**src/rtl/switch_io_pkg.sv**
```systemverilog
// Shared constants for the DIP switch input stage.
// Optional change flag is enabled by defining SWITCH_CHANGE_FLAG_EN.
package switch_io_pkg;

    localparam int SW_WIDTH = 24;

    localparam logic [1:0] SW_OFF_LO = 2'b00;
    localparam logic [1:0] SW_OFF_HI = 2'b10;

    localparam int FLAG_BIT = 15;

    // Counter width for a 0..n-1 counter, never narrower than one bit.
    function automatic int cnt_width(input int n);
        return (n > 1) ? $clog2(n) : 1;
    endfunction

endpackage

```
**src/rtl/switch_debounce_bit.sv**
```systemverilog
// One switch bit: two-flop synchronizer plus a tick-driven stable counter.
// The debounced value flips only after STABLE_TICKS consecutive mismatching ticks.
module switch_debounce_bit
    import switch_io_pkg::*;
#(
    parameter int STABLE_TICKS = 10
) (
    input  logic clock,
    input  logic reset,
    input  logic tick_i,
    input  logic raw_i,
    output logic deb_o,
    output logic flip_o
);

    localparam int CW = cnt_width(STABLE_TICKS);
    localparam logic [CW-1:0] CNT_MAX = CW'(STABLE_TICKS - 1);

    logic          sync1_q;
    logic          sync2_q;
    logic          deb_q;
    logic          deb_d;
    logic [CW-1:0] cnt_q;
    logic [CW-1:0] cnt_d;

    // Next-state for the stable counter and debounced value.
    always_comb begin
        deb_d  = deb_q;
        cnt_d  = cnt_q;
        flip_o = 1'b0;
        if (tick_i) begin
            if (sync2_q == deb_q) begin
                cnt_d = '0;
            end else if (cnt_q == CNT_MAX) begin
                deb_d  = sync2_q;
                cnt_d  = '0;
                flip_o = 1'b1;
            end else begin
                cnt_d = cnt_q + 1'b1;
            end
        end
    end

    // Synchronizer flops and debounce state.
    always_ff @(posedge clock) begin
        if (reset) begin
            sync1_q <= 1'b0;
            sync2_q <= 1'b0;
            deb_q   <= 1'b0;
            cnt_q   <= '0;
        end else begin
            sync1_q <= raw_i;
            sync2_q <= sync1_q;
            deb_q   <= deb_d;
            cnt_q   <= cnt_d;
        end
    end

    assign deb_o = deb_q;

endmodule

```
**src/rtl/switch_io.sv**
```systemverilog
// Debounced DIP switch port at FFFFFC70 (low 16) / FFFFFC72 (high 8).
// Define SWITCH_CHANGE_FLAG_EN to add a sticky change flag in bit 15 of the high word.
module switch_io
    import switch_io_pkg::*;
#(
    parameter int TICK_DIV     = 50000,
    parameter int STABLE_TICKS = 10
) (
    input  logic                clock,
    input  logic                reset,
    input  logic                switchctrl,
    input  logic                switchread,
    input  logic [1:0]          switchaddr,
    input  logic [SW_WIDTH-1:0] switch_i,
    output logic [15:0]         switchrdata
);

    localparam int PW = cnt_width(TICK_DIV);
    localparam logic [PW-1:0] PRE_MAX = PW'(TICK_DIV - 1);

    logic [PW-1:0]       pre_q;
    logic [PW-1:0]       pre_d;
    logic                tick;
    logic [SW_WIDTH-1:0] sw_deb;
    logic [SW_WIDTH-1:0] sw_flip;
    logic                flag_rd;

    assign tick  = (pre_q == PRE_MAX);
    assign pre_d = tick ? '0 : pre_q + 1'b1;

    // Prescaler producing one sample tick every TICK_DIV clocks.
    always_ff @(posedge clock) begin
        if (reset) begin
            pre_q <= '0;
        end else begin
            pre_q <= pre_d;
        end
    end

    for (genvar gi = 0; gi < SW_WIDTH; gi++) begin : g_bit
        switch_debounce_bit #(
            .STABLE_TICKS(STABLE_TICKS)
        ) u_bit (
            .clock (clock),
            .reset (reset),
            .tick_i(tick),
            .raw_i (switch_i[gi]),
            .deb_o (sw_deb[gi]),
            .flip_o(sw_flip[gi])
        );
    end

`ifdef SWITCH_CHANGE_FLAG_EN
    logic flag_q;
    logic flag_d;
    logic flag_clr;

    assign flag_clr = switchctrl && switchread
                   && (switchaddr == SW_OFF_HI);

    // A flip on the same edge as a clearing read keeps the flag set.
    always_comb begin
        flag_d = flag_q;
        if (|sw_flip) begin
            flag_d = 1'b1;
        end else if (flag_clr) begin
            flag_d = 1'b0;
        end
    end

    // Sticky change flag register.
    always_ff @(posedge clock) begin
        if (reset) begin
            flag_q <= 1'b0;
        end else begin
            flag_q <= flag_d;
        end
    end

    assign flag_rd = flag_q;
`else
    logic unused_nc;
    assign unused_nc = ^{switchread, sw_flip};
    assign flag_rd   = 1'b0;
`endif

    // Zero-latency read mux straight from the debounced registers.
    always_comb begin
        switchrdata = 16'h0000;
        if (switchctrl) begin
            case (switchaddr)
                SW_OFF_LO: begin
                    switchrdata = sw_deb[15:0];
                end
                SW_OFF_HI: begin
                    switchrdata           = {8'h00, sw_deb[23:16]};
                    switchrdata[FLAG_BIT] = flag_rd;
                end
                default: begin
                    switchrdata = 16'h0000;
                end
            endcase
        end
    end

endmodule

```
**config.mk**
```make
export PLATFORM = sky130hd
export DESIGN_NAME = switch_io
export DESIGN_NICKNAME = d
export VERILOG_FILES = /design/src/rtl/switch_io_pkg.sv /design/src/rtl/switch_debounce_bit.sv /design/src/rtl/switch_io.sv
export SDC_FILE = /design/constraint.sdc
export NUM_CORES = 1
export LEC_CHECK = 0
export ABC_CLOCK_PERIOD_IN_PS = 3200
export CAP_MARGIN = 20
export CORE_MARGIN = 3
export CORE_UTILIZATION = 40
export CTS_CLUSTER_SIZE = 8
export DETAILED_ROUTE_END_ITERATION = 8
export DONT_BUFFER_PORTS = 1
export GPL_ROUTABILITY_DRIVEN = 0
export GPL_TIMING_DRIVEN = 0
export HOLD_SLACK_MARGIN = 0.06
export PLACE_DENSITY = 0.59
export SKIP_LAST_GASP = 1
export SLEW_MARGIN = 20
export SYNTH_ARGS = -nofsm -noshare
export SYNTH_HDL_FRONTEND = slang
export SYNTH_SLANG_ARGS = --single-unit
```
**constraint.sdc**
```tcl
create_clock -name clock -period 3.2 [get_ports clock]
set_clock_uncertainty 0.1 [all_clocks]
set_input_delay 0.16 -clock clock [delete_from_list [all_inputs] [get_ports clock]]
set_output_delay 0.16 -clock clock [all_outputs]
set_load 0.005 [all_outputs]
```
==> flow_summary.ini <==
[logic_synthesis]
synthTopCellsByCount = dfxtp_1 (184), nand2_1 (85), inv_1 (58)
synth.cell_area_um2 = 8073
synthFlopType = dfxtp_1
yosys_register_bits = 184
yosysMostFrequentCell = dfxtp_1
synth_edf_count = 0
yosys.area.top_type = dfxtp_1
synthDominantCellAreaShare = 0.4563
postSynthCellCount = 891
post_synth_and_or_nand_nor_area_fraction = 0.2249
synth_area_leaders = dfxtp_1 (46%), ha_1 (7.6%), nand2_1 (4.0%)
ys_seq_area_frac = 0.4563
syn_area_per_cell_um2 = 9.060
syn-num-nets = 970
synth_top_family_by_area = simple AND/OR/NAND/NOR gates
ys_warn_count = 0
synthMuxAreaShare = 0.01736
synthDistinctLibCells = 44
synthXorXnorAreaFrac = 0.04774
synth_compound_area_frac = 0.1324
ys_async_sr_fraction = 0
synthAdderAreaFrac = 0.07595

[timing]
slew_violations = 0
rsz0062_at_grt = true
setup_tns_ps = 0
timing.slew.headroom = 0.3768
fin_crit_sh = 0.9510
fin_crit_ps = 3043
fmaxAchievable_mhz = 328.6
hold_viol = 0
layout_setup_ws_ps = 156.8
worst_pin_slew_ps = 931.3
setup_viol = 0

[grt]
grt-ovfl-total = 0
grt_pass1_wl_um = 31150
grt_max_degree = 17
grt_usage = 0.1787
met2_usage = 0.2950
grt_antenna_before_repair = 0
busiest_layer = met2
use_met1 = 0.2408
grt_util_met3 = 0.03291
grt_pass1_vias = 5879

[worst_setup_path]
rr_startpoint = pre_q[11]
critPathLaunchType = register
cp_data_required_time_ps = 3450
crit_path_start = pre_q[11]
crit_fanout = 10
worst_setup_path_end_kind = register
critPathKind = register to register
arrival_ps = 3300

[worst_hold_path]
min_from = switch_i[21]
hold_class = primary input to register

[clock_network]
clk_pin_slew_worst_paths_ps = 70
post_cts_buffers = 0
clock_latency_ps = 430
cts_root_buf = clkbuf_16
clock_path_buffers = 2
numCtsBuffers = 17
tritoncts = yes
ctsHtreeMaxLevel = 4
numClockSinks = 184

[floorplan]
rows = 51
ios = 46
core-area_um2 = 19650
die_x_um = 148.1
die_area_um2 = 21920
initial_utilization = 0.4107
die_y_um = 148.1

[detailed_routing]
firstDrtPassIters = 4
wl_um = 18970
drc = 0
vias = 6205
viasPerCell = 5.120
ant_nets = 0
wl_per_cell_um = 15.65
drtIter0Drc = 296

[power]
combPwrFrac = 0.034
p_seq_frac = 0.499
netSwitchingPower_uw = 1044
netSwitchingFraction = 0.2228
clkPwrFrac = 0.468
ir_drop_mv = 0.3264
p_leak_uw = 0.003415
intPower_uw = 3641
power_density_nw_per_um2 = 504.6

[flow_run]
maxCapViolCount = 0

[finish]
fin_nets = 1014
syn2layout_area_growth_pct = 14.99
drive_gt1_frac = 0.04541
antenna_cells = 0

[placed_design]
dpl_worst_slack_ps = -3.457
io_buffers = 0
hpwl_um = 13140

[status]
status = finished, final reports clean
-- cell usage in the layout (no fill, tap or decap), types with 6 or more instances in the layout --
cell type / Yosys / final
nand4_1: 8 / 8
nand3b_1: 16 / 16
nand3_1: 51 / 51
clkbuf_16: 0 / 17
o22ai_1: 21 / 21
nor3_1: 6 / 6
ha_1: 49 / 49
o2bb2ai_1: 6 / 6
xnor2_1: 21 / 21
nor2b_1: 49 / 49
nor2_1: 31 / 31
nand2b_1: 11 / 11
nor4_1: 13 / 12
o21ai_0: 17 / 17
nand2_1: 85 / 85
a31oi_1: 7 / 7
o211ai_1: 9 / 9
and3b_1: 8 / 8
clkbuf_1: 34 / 32
a41o_1: 8 / 8
dlygate4sd3_1: 0 / 24
xor2_1: 23 / 23
or3_1: 17 / 17
a21oi_1: 34 / 34
a21o_1: 7 / 7
mux2i_1: 14 / 14
and2_1: 9 / 9
or4_1: 14 / 14
o31ai_1: 14 / 14
dfxtp_1: 184 / 184
o21ai_1: 40 / 40
inv_1: 58 / 58
-- power groups by stage --
| stage | combinational (uW) | clock (uW) | sequential [uW] |
|---|---|---|---|
| CTS | 160 | 2250 | 2330 |
| detailed placement | 138 | 0 | 2390 |
| global route | 176 | 2330 | 2340 |
| global placement | 136 | 0 | 2390 |
| floorplan | 89.3 | 0 | 2380 |
| finish | 158 | 2190 | 2340 |
-- per-stage QoR --
step	power, uW	hold slack, ps	area (um2)	utilization	std cells
5_1_grt	4846	282.9	9283	0.4723	1212
2_1_floorplan	2473	188.2	8073	-	891
4_1_cts	4746	265.7	9279	0.4721	1212
3_5_place_dp	2526	194.0	8427	0.4288	1157
3_3_place_gp	2524	190.4	8404	0.4276	1156
6_report	4684	289.7	9283	0.4723	1212
-- metal layers --
metal	part of all wire	wire [um]	vias up
met2	0.47	8960	60
li1	-	-	3201
met1	0.49	9254	2930
met3	0.024	449	14
met5	0	0	-
met4	0.016	303	0
-- sequential cells by signal (all words and copies together) (netlist names) --
| signal | flops |
|---|---|
| pre_q | 16 |
| g_bit.u_bit.cnt_q | 96 |
| g_bit.u_bit.sync1_q | 24 |
| g_bit.u_bit.deb_o | 24 |
| g_bit.u_bit.sync2_q | 24 |
-- area by class of cell --
class                           count  area, um2
Timing Repair Buffer               25      247.7
Clock buffer                       19      442.9
Inverter                           59      221.5
Multi-Input combinational cell    610       4038
Clock inverter                     12      167.7
Sequential cell                   184       3684
Buffer                             38      150.1
Tap cell                          265      331.6
Fill cell                        1933      10370
-- final timing paths --
check | depth (start not counted) | endpoint | slack (ps)
worst max-delay path | 8 | g_bit[13].u_bit.cnt_q[2] | 160
worst min register to register | 1 | g_bit[19].u_bit.sync2_q | 340
worst max register to register | 8 | g_bit[13].u_bit.cnt_q[2] | 160
worst min-delay path | 2 | g_bit[21].u_bit.sync1_q | 290
-- cell families after synthesis --
family | after synthesis
buffers and inverters | 97
flip-flops | 184
AND/OR/NAND/NOR | 332
adder cells (fa/ha/maj) | 49
AO/OA/AOI/OAI | 171
multiplexers | 14
XOR/XNOR | 44
-- critical path, stage by stage (launching register included) --
cell	delay, ps
dfxtp_1	330
or4b_1	560
buf_1	220
or4_1	540
clkbuf_1	220
buf_2	270
clkbuf_2	280
o31ai_1	310
o2bb2ai_1	130
-- repair_timing --
action,in CTS,in global routing
setup endpoints to repair,10,16
hold buffers,24,0
hold endpoints to repair,24,0
gates resized for setup,1,5
Power figures use the tool's default switching activity.
